$ cat src/rtl/yarc_pkg.sv
// Shared encodings for the memory-access stage: op-class bits, width bits, FSM states.
package yarc_pkg;

    // Bit positions inside the one-hot ex_mem_instype vector
    localparam int IT_R     = 0;
    localparam int IT_I     = 1;
    localparam int IT_ST    = 2;
    localparam int IT_LD    = 3;
    localparam int IT_BR    = 4;
    localparam int IT_LUI   = 5;
    localparam int IT_AUIPC = 6;
    localparam int IT_JAL   = 7;
    localparam int IT_JALR  = 8;

    // Bit positions inside the one-hot ex_mem_subtype vector
    localparam int SUB_SB  = 0;
    localparam int SUB_SH  = 1;
    localparam int SUB_SW  = 2;
    localparam int SUB_LB  = 0;
    localparam int SUB_LH  = 1;
    localparam int SUB_LW  = 2;
    localparam int SUB_LBU = 3;
    localparam int SUB_LHU = 4;

    typedef enum logic {
        S_IDLE = 1'b0,
        S_WAIT = 1'b1
    } state_t;

endpackage

$ cat src/rtl/mem_align.sv
// Byte-lane steering for stores, alignment check for requests, and
// shift/extend of the returned word for loads.
module mem_align
    import yarc_pkg::*;
(
    input  logic [1:0]  req_off,
    input  logic [4:0]  req_sub,
    input  logic        is_store,
    input  logic        is_load,
    input  logic [31:0] st_data,
    output logic [3:0]  wstrb,
    output logic [31:0] wdata,
    output logic        misaligned,
    input  logic [1:0]  rd_off,
    input  logic [4:0]  rd_sub,
    input  logic [31:0] rdata,
    output logic [31:0] ld_data
);

    logic [31:0] shifted;

    always_comb begin
        // NOTE: every output gets a default first, so no path through the ifs can infer a latch.
        wstrb      = 4'b0000;
        wdata      = 32'h0;
        misaligned = 1'b0;
        if (is_store) begin
            if (req_sub[SUB_SB]) begin
                wstrb = 4'b0001 << req_off;
                wdata = {4{st_data[7:0]}};
            end else if (req_sub[SUB_SH]) begin
                wstrb      = req_off[1] ? 4'b1100 : 4'b0011;
                wdata      = {2{st_data[15:0]}};
                misaligned = req_off[0];
            end else if (req_sub[SUB_SW]) begin
                wstrb      = 4'b1111;
                wdata      = st_data;
                misaligned = |req_off;
            end
        end else if (is_load) begin
            misaligned = ((req_sub[SUB_LH] | req_sub[SUB_LHU]) & req_off[0])
                       | (req_sub[SUB_LW] & (|req_off));
        end
    end

    // Bring the addressed byte/half down to bit 0, then extend to 32 bits
    always_comb begin
        shifted = rdata >> {rd_off, 3'b000};
        ld_data = 32'h0;
        if (rd_sub[SUB_LB])       ld_data = {{24{shifted[7]}}, shifted[7:0]};
        else if (rd_sub[SUB_LH])  ld_data = {{16{shifted[15]}}, shifted[15:0]};
        else if (rd_sub[SUB_LW])  ld_data = shifted;
        else if (rd_sub[SUB_LBU]) ld_data = {24'h0, shifted[7:0]};
        else if (rd_sub[SUB_LHU]) ld_data = {16'h0, shifted[15:0]};
    end

endmodule

$ cat src/rtl/memunit.sv
// Memory-access pipeline stage: issues data-memory requests, waits for ready
// (with timeout), and produces a registered writeback bundle.
module memunit
    import yarc_pkg::*;
#(
    parameter int TIMEOUT = 16,
    parameter int TO_W    = 5
) (
    input  logic        clk,
    input  logic        rst,
    input  logic        ex_mem_valid,
    input  logic [8:0]  ex_mem_instype,
    input  logic [7:0]  ex_mem_subtype,
    input  logic [31:0] ex_mem_aluout1,
    input  logic [31:0] ex_mem_aluout2,
    output logic        dmem_req,
    output logic        dmem_we,
    output logic [31:0] dmem_addr,
    output logic [3:0]  dmem_wstrb,
    output logic [31:0] dmem_wdata,
    input  logic        dmem_ready,
    input  logic [31:0] dmem_rdata,
    output logic        stall,
    output logic        mem_wb_valid,
    output logic        mem_wb_we,
    output logic [4:0]  mem_wb_rd,
    output logic [31:0] mem_wb_data,
    output logic        misaligned,
    output logic        bus_err
);

    state_t          state;
    logic [TO_W-1:0] cnt;
    logic            ld_q;
    logic [4:0]      sub_q;
    logic [1:0]      off_q;
    logic [4:0]      rd_q;

    logic        is_st, is_ld, is_mem, rf_wr_op;
    logic [4:0]  ex_rd;
    logic [3:0]  al_wstrb;
    logic [31:0] al_wdata, ld_data;
    logic        al_mis, issue, timeout_hit;
    logic        unused_sub;

    assign is_st    = ex_mem_instype[IT_ST];
    assign is_ld    = ex_mem_instype[IT_LD];
    assign is_mem   = is_st | is_ld;
    assign rf_wr_op = ex_mem_instype[IT_R] | ex_mem_instype[IT_I]
                    | ex_mem_instype[IT_LUI] | ex_mem_instype[IT_AUIPC];
    assign ex_rd    = ex_mem_aluout2[4:0];
    assign unused_sub = &ex_mem_subtype[7:5];

    mem_align u_align (
        .req_off    (ex_mem_aluout1[1:0]),
        .req_sub    (ex_mem_subtype[4:0]),
        .is_store   (is_st),
        .is_load    (is_ld),
        .st_data    (ex_mem_aluout2),
        .wstrb      (al_wstrb),
        .wdata      (al_wdata),
        .misaligned (al_mis),
        .rd_off     (off_q),
        .rd_sub     (sub_q),
        .rdata      (dmem_rdata),
        .ld_data    (ld_data)
    );

    assign issue       = (state == S_IDLE) & ex_mem_valid & is_mem & ~al_mis;
    assign timeout_hit = (state == S_WAIT) && (cnt == TO_W'(TIMEOUT - 1));
    assign stall       = issue | ((state == S_WAIT) & ~dmem_ready & ~timeout_hit);

    always_ff @(posedge clk or posedge rst) begin
        if (rst) begin
            state        <= S_IDLE;
            cnt          <= '0;
            ld_q         <= 1'b0;
            sub_q        <= '0;
            off_q        <= '0;
            rd_q         <= '0;
            dmem_req     <= 1'b0;
            dmem_we      <= 1'b0;
            dmem_addr    <= '0;
            dmem_wstrb   <= '0;
            dmem_wdata   <= '0;
            mem_wb_valid <= 1'b0;
            mem_wb_we    <= 1'b0;
            mem_wb_rd    <= '0;
            mem_wb_data  <= '0;
            misaligned   <= 1'b0;
            bus_err      <= 1'b0;
        end else begin
            // NOTE: non-blocking assignments so every branch reads pre-edge values; pulses default low here.
            mem_wb_valid <= 1'b0;
            misaligned   <= 1'b0;
            bus_err      <= 1'b0;
            case (state)
                S_IDLE: begin
                    if (ex_mem_valid) begin
                        if (!is_mem) begin
                            mem_wb_valid <= 1'b1;
                            mem_wb_we    <= rf_wr_op && (ex_rd != 5'd0);
                            mem_wb_rd    <= ex_rd;
                            mem_wb_data  <= ex_mem_aluout1;
                        end else if (al_mis) begin
                            misaligned   <= 1'b1;
                            mem_wb_valid <= 1'b1;
                            mem_wb_we    <= 1'b0;
                            mem_wb_rd    <= is_ld ? ex_rd : 5'd0;
                            mem_wb_data  <= '0;
                        end else begin
                            dmem_req   <= 1'b1;
                            dmem_we    <= is_st;
                            dmem_addr  <= {ex_mem_aluout1[31:2], 2'b00};
                            dmem_wstrb <= al_wstrb;
                            dmem_wdata <= al_wdata;
                            ld_q       <= is_ld;
                            sub_q      <= ex_mem_subtype[4:0];
                            off_q      <= ex_mem_aluout1[1:0];
                            rd_q       <= is_ld ? ex_rd : 5'd0;
                            cnt        <= '0;
                            state      <= S_WAIT;
                        end
                    end
                end
                S_WAIT: begin
                    // Ready in the timeout cycle still counts as a normal completion
                    if (dmem_ready) begin
                        dmem_req     <= 1'b0;
                        state        <= S_IDLE;
                        mem_wb_valid <= 1'b1;
                        mem_wb_rd    <= rd_q;
                        mem_wb_we    <= ld_q && (rd_q != 5'd0);
                        mem_wb_data  <= ld_q ? ld_data : 32'h0;
                    end else if (timeout_hit) begin
                        dmem_req     <= 1'b0;
                        state        <= S_IDLE;
                        bus_err      <= 1'b1;
                        mem_wb_valid <= 1'b1;
                        mem_wb_we    <= 1'b0;
                        mem_wb_rd    <= rd_q;
                        mem_wb_data  <= 32'h0;
                    end else begin
                        cnt <= cnt + 1'b1;
                    end
                end
                default: state <= S_IDLE;
            endcase
        end
    end

endmodule

$ cat config.mk
export PLATFORM = sky130hd
export DESIGN_NAME = memunit
export DESIGN_NICKNAME = d
export VERILOG_FILES = /design/src/rtl/yarc_pkg.sv /design/src/rtl/mem_align.sv /design/src/rtl/memunit.sv
export SDC_FILE = /design/constraint.sdc
export NUM_CORES = 1
export LEC_CHECK = 0
export BUFFER_PORTS_ARGS = -buffer_cell sky130_fd_sc_hd__buf_2
export CAP_MARGIN = 20
export CELL_PAD_IN_SITES_DETAIL_PLACEMENT = 0
export CELL_PAD_IN_SITES_GLOBAL_PLACEMENT = 2
export CORE_MARGIN = 1.5
export CORE_UTILIZATION = 32
export DETAILED_ROUTE_END_ITERATION = 10
export HOLD_SLACK_MARGIN = 0.03
export PLACE_DENSITY_LB_ADDON = 0.12
export SLEW_MARGIN = 20
export SYNTH_ARGS = -nofsm -noshare
export SYNTH_HDL_FRONTEND = slang
export SYNTH_SLANG_ARGS = --single-unit
export TNS_END_PERCENT = 10
$ cat constraint.sdc
create_clock -name clk -period 9.7 [get_ports clk]
set_input_delay 1.455 -clock clk [delete_from_list [all_inputs] [get_ports clk]]
set_output_delay 1.455 -clock clk [all_outputs]
set_load 0.05 [all_outputs]
==> impl_results.md <==
- Status: complete, no violations
- Sum of negative setup slack: 0 ps
- Worst Setup SP: ex_mem_instype[2]
- Unrepaired setup endpoints after global routing: no
- Root buf cell: clkbuf_16
- Final hold violation count: 0
- Crit-path leading delay family: compound AO/OA/AOI/OAI gates
- Initial Util: 32.57%
- Final HPWL DP: 14320 µm
- GRT Resource Usage Total: 19.46%
- Most used cell, CP: buf_2
- Syn Inst Count: 645
- H-tree Lvls: 4
- Critical Path AT: 2970 ps
- Top FF cell, synth: dfrtp_1
- DIE HEIGHT: 143.8 µm
- Worst reg2reg endpoint: mem_wb_data[16]
- Power density cells: 285.1 nW/µm²
- Routed length per instance: 17.50 µm
- Fin crit share: 45.66%
- Routability cong.: 0.7799
- Flops & latches, synth: 128
- Via count: 5581
- Post-CTS setup buffers: 0
- First-pass GRT wire length: 30350 µm
- Crit path max fanout: 12
- Hold Crit Start: mem_wb_data[29]
- Slowest stage delay, CP: 390 ps
- Final min period: 4429 ps
- CORE AREA: 19460 µm²
- # setup viols final: 0
- Vias in the first global route: 5575
- Syn avg cell area: 9.829 µm²
- Share of cells above drive strength 1: 32.51%
- Critical path's slowest cell: o31ai_1
- Rows: 51
- Longest Clk Path Bufs: 2
- Initial antenna violation count: 0
- Yosys cell types: 48
- DRC: 0
- Sequential-to-total area share from yosys stat: 50.52%
- Slew HR: 36.34%
- Mapped Area: 6340 µm²
- Post-Layout Inst Area: 8187 µm²
- Hold depth: 2
- Hold/Removal Path Class: reg2reg
- Final WL: 19620 µm
- Number of synthesized flops with an enable pin: 0
- R2R Path Start: off_q[1]
- Clk_lat worst skew: 420 ps
- Crit path required time: 8250 ps
- Cts hold-fix bufs: 0
- Fillers: 1996
- Hold path endpoint: mem_wb_data[29]
- Clock transition at path regs: 60 ps
- Crit path cell chain: buf_2 -> nor2b_1 -> o31ai_1 -> o21ai_0 -> a21oi_1 -> buf_2
- R2R depth: 5
- R2R setup slack: 7020 ps
- VDD IR max: 125.9 µV
- Port-buffer cells: 220
- Worst slew pin tran: 954.9 ps
- # resized after CTS: 0
- Max Cap Viol: 0
- GRT overflow: 0
- Most frequent cells in the layout: buf_2, dfrtp_1, nand2_1
- Starting DRC count in detailed routing: 223
- Antenna-violating nets left: 0
- CP Class: in2out
- Final core occ: 42.06%
- Max-slew violations: 0
- Die area: 20670 µm²
- CP Capture Type: primary output
- # IOs: 229
- Vias per cell: 4.979
- Most common cell after layout, fill and taps aside: buf_2
- Worst clock skew: 6.202 ps
- Startpoint types: primary input
- Largest net degree at the start of global routing: 78
- Fmax: 0.2258 GHz
- Crit path buf inv count: 2
- Placed Area: 7594 µm²
- Final #Nets: 961
- Die width: 143.8 µm
- FFs w/ async S/R, synth: 100.0%
- TritonCTS Sinks: 128
- CTS tree: done
- CTS buffer count: 17
- Area grow syn2layout: 29.13%
- 1st-pass router iterations: 4
- Leakage: 3.982 nW
- Synthesis Warnings: 0
-- flip-flops by register name, indices dropped and copies added (netlist names), 2 cells and up --
register and flops:
dmem_wdata 32, mem_wb_data 32, dmem_addr 30, cnt 5
mem_wb_rd 5, rd_q 5, sub_q 5, dmem_wstrb 4
off_q 2
-- per-stage QoR --
step / hold WS [ps] / setup WS (ps) / cells / power (mW)
after global routing: 492.3 / 5074 / 1120 / 2.464
after floorplan: 449.5 / 4832 / 646 / 1.473
after global placement: 457.0 / 5247 / 1088 / 1.703
after CTS: 479.3 / 5272 / 1120 / 2.365
after detailed placement: 462.4 / 5288 / 1088 / 1.717
final: 475.2 / 5271 / 1121 / 2.334
-- cell type report --
type	instances	area, µm²	share of cell area [%]
Clock buffer	19	452.9	5.533
Antenna cell	1	2.502	0.03057
Multi-Input combinational cell	459	2870	35.06
Tap cell	265	331.6	4.050
Inverter	10	42.54	0.5196
Clock inverter	13	137.6	1.681
Sequential cell	128	3203	39.13
Timing Repair Buffer	226	1146	14.00
-- synthesized netlist by cell type (all sizes together), types with 2 or more instances --
library cell,number,area share [%]
a21oi,65,5.1
a22o,10,1.4
a22oi,20,2.4
a2bb2oi,8,1.2
and3,9,0.89
buf,29,2.9
clkbuf,20,1.2
dfrtp,128,51
ha,2,0.39
inv,10,0.59
mux2,45,8.0
mux2i,23,3.6
nand2,96,5.7
nand3,3,0.24
nand3b,7,0.83
nor2,17,1.0
nor2b,8,0.79
nor3,21,1.7
nor3b,3,0.43
o211ai,2,0.32
o21a,3,0.36
o21ai,96,7.6
o22ai,2,0.20
or2,3,0.30
-- cells by family after synthesis --
group | Yosys count | share of synthesized area (%)
other cells | 1 | 0.05915
xor+xnor | 1 | 0.1382
fa+ha+maj | 2 | 0.3946
buf+inv | 59 | 4.677
flops | 128 | 50.52
mux | 69 | 11.98
compound gates | 215 | 20.03
simple gates | 170 | 12.20
-- per-layer routing --
layer | share of wire (%) | wire [µm] | track usage (%) | up-vias
met2 | 49 | 9706 | 33.50 | 168
met1 | 44 | 8638 | 24.07 | 2694
met5 | 0 | 0 | 0 | -
li1 | - | - | - | 2701
met4 | 1.2 | 242 | 5.961 | 0
met3 | 5.3 | 1032 | 4.598 | 18
-- power breakdown --
group          total, mW  switching [mW]  internal (mW)
logic              0.935           0.693          0.242
registers          0.761          0.0921          0.669
clock network      0.638           0.246          0.391
total               2.33            1.03           1.30
-- worst max-delay path by stage --
stage	endpoint	slack, ps	cells after the start
after global routing	stall	5070	6
final	stall	5270	6
after floorplan	bus_err	4830	1
after CTS	stall	5270	6
after global placement	stall	5250	6
after detailed placement	stall	5290	6
-- worst min-delay path, cell delays in order (launching register included) --
cell and delay [ps]:
dfrtp_1 340, nand2_1 40, o21ai_0 60
Note: power is estimated with default switching activity, not from simulation.
